$ cat config.mk
export PLATFORM = sky130hd
export DESIGN_NAME = bg_pixel_fetch
export DESIGN_NICKNAME = d
export VERILOG_FILES = /design/src/rtl/bg_pkg.sv /design/src/rtl/bg_scroll_ctrl.sv /design/src/rtl/bg_pixel_fetch.sv
export SDC_FILE = /design/constraint.sdc
export NUM_CORES = 1
export LEC_CHECK = 0
export BUFFER_PORTS_ARGS = -buffer_cell sky130_fd_sc_hd__buf_2
export CORE_MARGIN = 5
export CORE_UTILIZATION = 41
export DETAILED_ROUTE_END_ITERATION = 10
export GPL_TIMING_DRIVEN = 1
export MAX_ROUTING_LAYER = met4
export PLACE_DENSITY = 0.81
export SLEW_MARGIN = 10
export SYNTH_ARGS = -nofsm -noshare
export SYNTH_HDL_FRONTEND = slang
export SYNTH_SLANG_ARGS = --single-unit
$ cat constraint.sdc
create_clock -name Clk -period 2.4 [get_ports Clk]
set_clock_uncertainty 0.15 [all_clocks]
set_input_delay 0.48 -clock Clk [delete_from_list [all_inputs] [get_ports Clk]]
set_output_delay 0.48 -clock Clk [all_outputs]
set_load 0.03 [all_outputs]
$ cat src/rtl/bg_pkg.sv
// bg_pkg: shared scroll types, command encodings and address field widths for the background fetcher
package bg_pkg;
  typedef enum logic [1:0] {STOPPED, RUNNING, CLEAR_PEND} scroll_state_t;
  typedef enum logic [1:0] {
    CMD_NONE  = 2'b00,
    CMD_START = 2'b01,
    CMD_STOP  = 2'b10,
    CMD_CLEAR = 2'b11
  } scroll_cmd_t;
  localparam int SCR_W_DEF = 640;
  localparam int SCR_H_DEF = 480;
  localparam int ADDR_X_W  = 10;
  localparam int ADDR_Y_W  = 9;
  localparam int ADDR_W    = 1 + ADDR_Y_W + ADDR_X_W;
endpackage

$ cat src/rtl/bg_scroll_ctrl.sv
// bg_scroll_ctrl: frame tick detect, area latch and scroll FSM/offset register.
// The FSM and adder are compiled only when BG_SCROLL_EN is defined.
module bg_scroll_ctrl
  import bg_pkg::*;
#(
  parameter int BG_W_LOG2 = 10
) (
  input  logic                 Clk,
  input  logic                 Reset_n,
  input  logic                 VS,
  input  logic [1:0]           scroll_cmd,
  input  logic [3:0]           scroll_step,
  input  logic                 area_sel,
  output logic                 area_q,
  output logic [BG_W_LOG2-1:0] scroll_x
);
  logic vs_q;
  logic tick;
  assign tick = VS & ~vs_q;
  always_ff @(posedge Clk)
    if (!Reset_n) begin
      vs_q   <= 1'b1;
      area_q <= 1'b0;
    end else begin
      vs_q   <= VS;
      area_q <= tick ? area_sel : area_q;
    end
`ifdef BG_SCROLL_EN
  scroll_state_t        state, state_d;
  scroll_cmd_t          pend, pend_d, cmd;
  logic [BG_W_LOG2-1:0] scroll_d;
  assign cmd = scroll_cmd_t'(scroll_cmd);
  always_ff @(posedge Clk)
    if (!Reset_n) begin
      state    <= STOPPED;
      pend     <= CMD_NONE;
      scroll_x <= '0;
    end else begin
      state    <= state_d;
      pend     <= pend_d;
      scroll_x <= scroll_d;
    end
  // a command arriving on the tick cycle is kept pending for the following tick
  always_comb begin
    state_d  = state;
    scroll_d = scroll_x;
    pend_d   = (cmd == CMD_CLEAR) ? CMD_NONE : (cmd != CMD_NONE) ? cmd : tick ? CMD_NONE : pend;
    if (tick) begin
      scroll_d = (state == RUNNING) ? scroll_x + BG_W_LOG2'(scroll_step) :
                 (state == CLEAR_PEND) ? '0 : scroll_x;
      state_d  = ((state == STOPPED && pend == CMD_START) ||
                  (state == RUNNING && pend != CMD_STOP)) ? RUNNING : STOPPED;
    end
    if (cmd == CMD_CLEAR) state_d = CLEAR_PEND;
  end
`else
  logic unused_scroll;
  assign unused_scroll = ^{scroll_cmd, scroll_step};
  assign scroll_x = '0;
`endif
endmodule

$ cat src/rtl/bg_pixel_fetch.sv
// bg_pixel_fetch: 3-stage background fetch turning DrawX/DrawY into a palette index.
// Horizontal scrolling is enabled by defining BG_SCROLL_EN; otherwise bg_x = DrawX.
module bg_pixel_fetch
  import bg_pkg::*;
#(
  parameter int BG_W_LOG2 = 10,
  parameter int SCR_W     = SCR_W_DEF,
  parameter int SCR_H     = SCR_H_DEF
) (
  input  logic                 Clk,
  input  logic                 Reset_n,
  input  logic [9:0]           DrawX,
  input  logic [9:0]           DrawY,
  input  logic                 VS,
  input  logic [1:0]           scroll_cmd,
  input  logic [3:0]           scroll_step,
  input  logic                 area_sel,
  output logic [ADDR_W-1:0]    mem_addr,
  input  logic [3:0]           mem_data,
  output logic [3:0]           pix_index,
  output logic                 pix_valid,
  output logic                 pix_area,
  output logic [BG_W_LOG2-1:0] scroll_x
);
  logic                 area_q;
  logic [BG_W_LOG2-1:0] bg_x;
  logic                 vis, vis1, vis2, area2;
  bg_scroll_ctrl #(.BG_W_LOG2(BG_W_LOG2)) u_scroll (
    .Clk        (Clk),
    .Reset_n    (Reset_n),
    .VS         (VS),
    .scroll_cmd (scroll_cmd),
    .scroll_step(scroll_step),
    .area_sel   (area_sel),
    .area_q     (area_q),
    .scroll_x   (scroll_x)
  );
  assign bg_x = BG_W_LOG2'(DrawX) + scroll_x;
  assign vis  = (32'(DrawX) < SCR_W) && (32'(DrawY) < SCR_H);
  // the area bit rides in mem_addr's top bit for its first delay stage
  always_ff @(posedge Clk)
    if (!Reset_n) begin
      mem_addr  <= '0;
      vis1      <= 1'b0;
      vis2      <= 1'b0;
      area2     <= 1'b0;
      pix_index <= '0;
      pix_valid <= 1'b0;
      pix_area  <= 1'b0;
    end else begin
      mem_addr  <= {area_q, DrawY[ADDR_Y_W-1:0], ADDR_X_W'(bg_x)};
      vis1      <= vis;
      vis2      <= vis1;
      area2     <= mem_addr[ADDR_W-1];
      pix_index <= vis2 ? mem_data : '0;
      pix_valid <= vis2;
      pix_area  <= area2;
    end
endmodule

# Word level (Yosys, flattened, before mapping)
# Index checks and enable logic that the tools add are counted.
dict set report totals {
  regBits 31
  inputBits 34
  output_inout_bits 36
}
dict set report op_classes {
  n_lt_le_gt_ge 2
  bitwise 2
  n_reduce_logical 2
}
# op count
set op_table {}
lappend op_table {{less-than comparator 10 bit (second input constant)} 1}
lappend op_table {{less-than comparator 10 x 9 -> 1 bit (second input constant)} 1}
lappend op_table {{AND reduction 2 bit} 1}
lappend op_table {{AND 1 bit} 1}
lappend op_table {{logical AND 1 bit} 1}
lappend op_table {{inverter 1 bit} 1}

# Logic depth before layout (Yosys ltp)
# Gate-level depths: netlist of run 1.
dict set report logic_depth {
  word_depth 2
  depth_mapped 3
  mapped_depth_nobuf 3
}

# By module
# Synthesis of run 1 repeated with hierarchy kept, for this count alone.
dict set report unflattened {
  cells_unflattened 131
  area_unflattened_um2 1306.3
}
# mod n_inst cells_per_inst area_per_inst_um2 seq_area_each_um2
set by_module_without_submodules {}
lappend by_module_without_submodules {bg_pixel_fetch 1 113 1149.9 580.6}
lappend by_module_without_submodules {bg_scroll_ctrl 1 18 156.4 40.0}

# Worst setup path before layout of run 1
# Ideal clock, no wire load.
dict set report synth_path {
  kind {register -> output}
  startpoint {reg mem_addr[19]}
  endpoint {out mem_addr[19]}
  t_arrival_ns 0.469
  required_time_ns 1.770
  setup_slack_ns 1.301
  path_stages_with_launch 1
  n_path_buf 0
  cell_sequence {dfxtp_1}
}
# element line
set synth_lines {}
lappend synth_lines {{start, declared} bg_pixel_fetch.sv:18} ;# output logic [ADDR_W-1:0] mem_addr,
lappend synth_lines {{start signal, assigned} bg_pixel_fetch.sv:51} ;# mem_addr <= {area_q, DrawY[ADDR_Y_W-1:0], ADDR_X_W'(bg_x)};
# No word-level cell between the ends.

# Final worst setup path of run 1
dict set report layout_path {
  startpoint {reg mem_addr[4]}
  endpoint {out mem_addr[4]}
}
# No word-level cell between the ends.

==> impl.org, run 1 <==
** Status
- The run finished with clean final reports.

** Synthesis
- Number of warning messages in the yosys log :: 0
- Multiplexer area fraction after synthesis :: 1.05%
- Counting every instance in the synthesized netlist gives 80.
- Xor/xnor cell area share of the yosys netlist :: 0%
- Top area cells in the synthesized netlist :: sky130_fd_sc_hd__dfxtp_1 (65%), sky130_fd_sc_hd__and2_1 (16%), sky130_fd_sc_hd__buf_4 (8.7%)
- The synthesized netlist devotes 0% of its cell area to adder and majority cells.
- Each instance of the synthesized netlist takes up on average 11.9 um^2.
- Compound-cell area share of the yosys netlist :: 0.526%
- Synthesized flop and latch total :: 31
- Combinational family with the most area after synthesis :: simple AND/OR/NAND/NOR gates
- Summed over its instances, the top area cell type makes up 65.2% of the synthesized netlist area.
- Of the total synthesized cell area, the portion taken by AND, OR, NAND and NOR gates is 23.1%.
- Proportion of synthesized chip area in sequential cells :: 65.2%
- Count of different cell masters after synthesis :: 13
- Cell area after technology mapping :: 952 um^2
- Cell type with the highest aggregate area in the netlist :: sky130_fd_sc_hd__dfxtp_1

** Global route
- Vias in the first global route :: 647
- The initial antenna violation count was 0.
- Summed over all layers, the global routing overflow is 0.
- Entering global routing, the biggest net connects 32 pins.
- Total routing resource utilization after global routing :: 11.8%
- The first global-routing pass estimated 2860 um of wire.

** Critical path
- The worst setup path is launched from a flip-flop.
- Path type of the worst setup path :: reg -> out
- The signal on the critical path passes through buf_2.
- Of all nets on the critical path, the largest fanout is 1.
- Sort of element at the end of the critical path :: output pin
- Arr. time, crit path :: 0.84 ns
- Highest-delay cell along the critical path :: sky130_fd_sc_hd__dfxtp_1
- Counting both buffers and inverters, the worst setup path holds a total of 1.
- Delay-heaviest family, CP :: flip-flops
- Required time of the critical path :: 1.77 ns
- Maximum cell stage delay along the critical path :: 0.33 ns

** Die
- The die covers 3390 um^2.
- Horizontal die dimension :: 58.2 um
- Number of I/O pins :: 70
- Effective utilization at floorplan :: 43.0%
- Height of the chip :: 58.2 um
- Row generation in the floorplan step produced 17 rows.
- The region available for standard cell placement spans 2210 um^2.

** Placement
- The HPWL after detailed placement is 1470 um.
- Count of buffers from port buffering :: 53
- The congestion estimate from routability-driven global placement came to 0.713.
- Number of instances in the placed design :: 157

** Routing
- In the final routed layout, each cell accounts on average for 11.3 um.
- In the routed layout, each cell is associated on average with a via count of 4.10.
- # DRC :: 0
- The count of nets left with antenna violations once routing finished came out at 0.
- First-iteration detailed-routing DRC count :: 11
- Final WL :: 1870 um
- The pre-antenna-repair detailed-routing pass consisted of 2 iterations.
- The detailed router placed 677 vias in this run.

** CTS
- In this run the deepest clock path goes through 2 buffers.
- Counting the buffers created by CTS gives 5.
- Root buffer cell :: sky130_fd_sc_hd__clkbuf_4
- Counting every sink on the clock net gives 31.
- After clock tree synthesis, the clock-pin slew on the worst setup and hold paths is 0.09 ns.
- Clock network latency to the later pin of the worst-skew pair :: 0.31 ns
- Post-CTS repair changed the size of 0 cells.
- Number of buffers inserted to repair setup after CTS :: 0
- In this run, post-CTS hold repair placed 0 buffers.
- The clock tree synthesis step divided the H-tree into 2 levels.
- TritonCTS built the clock tree.

** Timing
- The final number of hold-violating endpoints came to 0.
- Number of failing setup endpoints in the final timing report :: 0
- Total negative slack for setup checks :: 0 ns
- Hold Slack :: 0.220 ns
- Of the available clock period, the critical path in the final layout requires 61.1%.
- Unrepaired setup endpoints after global routing :: false
- Number of pins with negative max-slew slack in the final report :: 0
- Period minus WS final :: 1.47 ns
- Fmax achieved :: 682 MHz

** Power
- Total power density per cell area :: 749 nW/um^2
- Total design power :: 0.000932 W
- Internal Dissipation :: 0.000690 W
- Logic pwr share :: 13.1%
- Switching Power :: 0.000242 W
- IR analysis of the VDD net gives a maximum drop of 526 uV.
- In this run, the clock network consumes 28.9% of the power.
- Proportion of total power due to net switching :: 26.0%
- In this run the static leakage power is 0.664 nW.
- Sequential group share of total power :: 58.1%

** Final layout
- 0 antenna diodes ended up in the layout.
- For this run, the post-layout net count is 170.
- Relative to the synthesized area, the layout overhead comes to 30.6%.
- Fraction of final layout cells sized beyond drive strength 1 :: 44.5%
- The finished layout holds 165 standard cells, fillers aside.

** Hold path
- Worst min path class :: in -> reg

** Job
- Maxcap violations :: 0
state kept, by name (all words and copies together) (netlist names):
signal,flops
vis1,1
area2,1
pix_area,1
u_scroll.vs_q,1
pix_index,4
pix_valid,1
u_scroll.area_q,1
mem_addr,20
vis2,1
layer usage:
layer,routed length (um),share of wire (%),GRT usage (%)
met5,0,0,-
met4,21,1.1,6.62
met3,235,13,6.01
met2,933,50,18.4
met1,680,36,12.0
final timing paths:
path	slack, ns	end	cells after the start	from
setup / recovery	0.93	mem_addr[4]	1	mem_addr[4]
hold / removal	0.22	mem_addr[11]	2	DrawY[1]
setup reg to reg	1.48	u_scroll.area_q	3	u_scroll.vs_q
hold reg to reg	0.28	pix_area	1	area2
stage by stage:
step | instance area [um^2] | setup WS [ns] | util, %
after detailed placement | 1190 | 0.988 | 54.0
after CTS | 1240 | 0.907 | 56.2
after global placement | 1190 | 1.01 | 54.0
after floorplan | 986 | 1.30 | -
after global routing | 1240 | 0.878 | 56.2
final | 1240 | 0.934 | 56.2
synth_stat cells:
library cell / instances
sky130_fd_sc_hd__nor2b_4: 1
sky130_fd_sc_hd__mux2i_1: 1
sky130_fd_sc_hd__or2b_2: 1
sky130_fd_sc_hd__and4b_1: 1
sky130_fd_sc_hd__nand4_1: 1
sky130_fd_sc_hd__conb_1: 1
sky130_fd_sc_hd__o21ai_0: 1
sky130_fd_sc_hd__nor2b_1: 1
sky130_fd_sc_hd__clkbuf_2: 2
sky130_fd_sc_hd__and3_1: 4
sky130_fd_sc_hd__dfxtp_1: 31
sky130_fd_sc_hd__buf_4: 11
sky130_fd_sc_hd__and2_1: 24
layout by cell type, fill, tap and decap left out, drive strengths merged:
cell and instances:
buf 53, and2 24, and4b 1, nand4 1, conb 10, nor2b 2
clkbuf 7, o21ai 1, and3 4, clkinv 1, mux2i 1, or2b 1
dfxtp 31
logic make-up (layout without fill, tap and decap cells):
family	count (synthesis)	in the layout
multiplexers	1	1
buffers and inverters	13	61
other	1	10
flip-flops	31	31
AND/OR/NAND/NOR	33	33
AO/OA/AOI/OAI	1	1
power by group through the flow:
stage | Clock, W | Combinational (W) | Sequential [W]
after detailed placement | 0 | 0.000123 | 0.000554
after floorplan | 0 | 0.0000544 | 0.000592
after global routing | 0.000309 | 0.000131 | 0.000544
after global placement | 0 | 0.000120 | 0.000553
final | 0.000269 | 0.000122 | 0.000541
after CTS | 0.000281 | 0.000123 | 0.000542
layout make-up:
type | instances | area (um^2)
clock buffer | 7 | 45.0
clock inverter | 1 | 5.00
fill | 201 | 968
multi-input combinational | 45 | 273
sequential | 31 | 621
tap | 28 | 35.0
timing repair buffer | 53 | 265
Power figures use the tool's default switching activity.
==> run 2, diff against run 1 <==
Settings changed: CORE_UTILIZATION 41 to 35, PLACE_DENSITY 0.81 to 0.74.
Clock period 2.4 ns to 1.2 ns, I/O delays scaled along.
==> run 2 against run 1 <==
Effect of this change: sequential cell count is the same; global-route usage grew 1.9 points; total power grew 120%; combinational power grew to 2.9 times the previous value; clock power grew 120%; worst setup slack lost 0.93 ns; utilization grew 6.6 points; die area grew 14%; routed wire length grew 39%; sequential share of layout area shrank 11 points; worst hold slack lost 0.21 ns; non-clock buffer count grew 24; critical path type unchanged; largest cell class is now non-clock buffers.
==> impl.org, run 2 (synthesis results as in run 1) <==
** Timing
- Fmax achieved :: 839 MHz
- Period utilization :: 99.3%
- Setup repair after global routing could not meet its margin everywhere.
- Number of pins with negative max-slew slack in the final report :: 0
- The clock period could shrink to 1.19 ns.
- The final number of hold-violating endpoints was 0.
- Setup violations remaining at the end of the flow were counted as 0.
- Hold Slack :: 0.00679 ns
- In the final timing run, aggregate negative setup slack is 0 ns.

** Hold path
- Hold_sp :: mem_data[3]
- Cell depth of the worst min-delay path :: 2
- In this run the worst hold path is classified as in -> reg.
- The worst hold path terminates at pix_index[3].

** Placement
- Dpl hpwl :: 1480 um
- Number of instances in the placed design :: 161
- After detailed placement, the total cell area comes to 1200 um^2.
- Count of buffers from port buffering :: 53
- At the end of routability-driven placement, the weighted congestion stood at 0.744.

** Critical path
- Slack of the worst reg-to-reg path :: 0.28 ns
- Grouping stages by cell kind, the critical path spends the most delay in flip-flops.
- Arr. time, crit path :: 0.80 ns
- Number of cell instances on the worst register-to-register path :: 3
- Critical register-to-register path startpoint :: u_scroll.vs_q
- The endpoint identified for the worst register-to-register timing path is u_scroll.area_q.
- Maximum fanout encountered on the critical timing path :: 2
- The number of buffers and inverters on the critical path is 1.
- STA puts the critical path data required time at 0.81 ns.
- Traced cell by cell, the critical path runs through buf_6.
- Launching element type of the critical path :: flip-flop
- STA classifies the critical path endpoint as an output pin.
- Highest-delay cell along the critical path :: sky130_fd_sc_hd__dfxtp_2
- The setup path with the least slack is of type reg -> out.
- The largest single stage delay on the critical path is 0.35 ns.

** Die
- Horizontal die dimension :: 62.2 um
- Height of the chip :: 62.2 um
- Core area :: 2690 um^2
- For this design the top-level I/O count stands at 70.
- Site row count :: 19
- The die covers 3860 um^2.
- The initial utilization of the core area, before any placement, comes to 35.4%.

** Final layout
- Ranked by flip-flop count, first place goes to mem_addr.
- Leaving out filler cells and counting taps, the final layout contains 191.
- The library cell used most frequently in the layout, excluding fill and tap cells, is sky130_fd_sc_hd__buf_2.
- With fillers left out, the area of the finished cells amounts to 1690 um^2.
- Number of antenna cells inserted :: 0
- Multi-input gate area in the final layout :: 273 um^2
- The largest registers in the layout are mem_addr (20), pix_index (4).
- The filler cells instantiated in the layout total 207.
- Register area :: 653 um^2
- The top cell types in the final layout, fill and taps aside, are sky130_fd_sc_hd__buf_2 (27), sky130_fd_sc_hd__dfxtp_2 (26), sky130_fd_sc_hd__buf_6 (26), sky130_fd_sc_hd__and2_1 (24), sky130_fd_sc_hd__dlygate4sd3_1 (23).
- Synth-to-layout area growth :: 77.1%
- Cells with a size suffix above 1 make up 55.6% of the layout.
- The net count of the finished layout is 194.
- The register with the most flip-flops in the layout has 20 of them.

** Power
- The clock network accounts for 29.0% of the total power.
- Internal Dissipation :: 0.00152 W
- In this run switching power makes up 25.6% of total power.
- Of the total power, combinational logic draws 17.3%.
- After layout, the design draws a total of 0.00205 W.
- Sequential group share of total power :: 53.7%
- Total power density per cell area :: 1210 nW/um^2
- Switching Power :: 0.000525 W
- Highest ir drop seen on vdd :: 977 uV
- Summed over all cells, the static leakage comes to 0.808 nW.

** Routing
- # DRC :: 0
- The routed design has 2610 um of wire.
- The first detailed-routing pass ran for 2 iterations.
- For this block, the via count after detailed routing is 784.
- Using the TritonRoute via totals, the vias-per-cell ratio works out to 4.10.
- After detailed routing, the average wire length per cell comes to 13.6 um.
- The first routing iteration left 36 violations.
- The count of nets left with antenna violations once routing finished came out at 0.

** Global route
- Maximum number of pins on one net before global-route repair :: 30
- Vias in the first global route :: 807
- GRT Residual Overflow :: 0
- Wire length of the first global-routing pass :: 3870 um
- The initial antenna violation count is 0.
- In the global route stage, overall resource usage came out at 13.7%.

** CTS
- TritonCTS buffer count :: 5
- The clock net in this run drives a total of 31 sinks.
- Maximum level of the CTS H-tree :: 2
- Clock edge transition at the registers on the reported setup and hold paths :: 0.09 ns
- The longest clock path from root to sink contains 2 buffers.
- Clock network latency to the later pin of the worst-skew pair :: 0.33 ns
- Root buffer cell :: sky130_fd_sc_hd__clkbuf_4
- TritonCTS built the clock tree.

** Job
- The tool flagged a number of max-cap violations equal to 0.

** Status
- The flow ran to the end, and the final reports show no timing, DRC or antenna violations.
==> run 2: cell count changes in the layout (fill, tap and decap cells not counted), sizes merged <==
| cell | delta |
|---|---|
| dlygate4sd3 | +23 |
| buf | +1 |
| clkbuf | -1 |
==> run 2: how the worst max path moves through the flow <==
| stage | slack (ns) | cells past startpoint | end | startpoint |
|---|---|---|---|---|
| after global placement | 0.20 | 3 | vis1 | Reset_n |
| after floorplan | 0.32 | 3 | u_scroll.area_q | u_scroll.vs_q |
| after global routing | -0.04 | 1 | mem_addr[19] | mem_addr[19] |
| after detailed placement | 0.20 | 3 | pix_index[1] | Reset_n |
| after CTS | -0.006 | 1 | mem_addr[19] | mem_addr[19] |
| final | 0.008 | 1 | mem_addr[19] | mem_addr[19] |
==> run 2: layer usage <==
layer  up-vias  GRT usage [%]  part of all wire [%]  routed length, um
li1        386              -                     -                  -
met1       342           12.1                    33                854
met2        46           22.5                    55               1440
met3        10           7.75                   8.1                211
met4         0           8.13                   3.6                 95
met5         -              -                     0                  0
==> run 2: power by group through the flow <==
| stage | logic, W | registers [W] | clock network [W] |
|---|---|---|---|
| floorplan | 0.000109 | 0.00118 | 0 |
| global placement | 0.000243 | 0.00111 | 0 |
| detailed placement | 0.000247 | 0.00111 | 0 |
| CTS | 0.000331 | 0.00109 | 0.000614 |
| global route | 0.000373 | 0.00111 | 0.000673 |
| finish | 0.000354 | 0.00110 | 0.000595 |
==> run 2: repair_timing <==
item,4_1_cts,5_1_grt
hold buffers,22,1
gates cloned,0,0
resized for setup,38,40
endpoints found under the setup margin,26,26
buffers inserted,0,0
hold endpoints to repair,22,1
==> run 2: worst reg2reg max path, delay by kind of cell, from the launching register on <==
kind | cells | cell delay, ns
AND/OR/NAND/NOR | 2 | 0.17
flip-flops | 1 | 0.33
multiplexers | 1 | 0.17
==> run 2: cell type report <==
class,count,share of cell area (%)
clock inverter,1,0.297
multi-input combinational,45,16.2
tap,31,2.30
sequential,31,38.7
clock buffer,6,3.04
timing repair buffer,77,39.5
==> run 2: stage by stage <==
stage / setup slack [ns] / util, %
2_1_floorplan: 0.316 / -
3_3_place_gp: 0.204 / 44.9
3_5_place_dp: 0.196 / 44.9
4_1_cts: -0.00556 / 59.0
5_1_grt: -0.0363 / 62.8
6_report: 0.00847 / 62.8
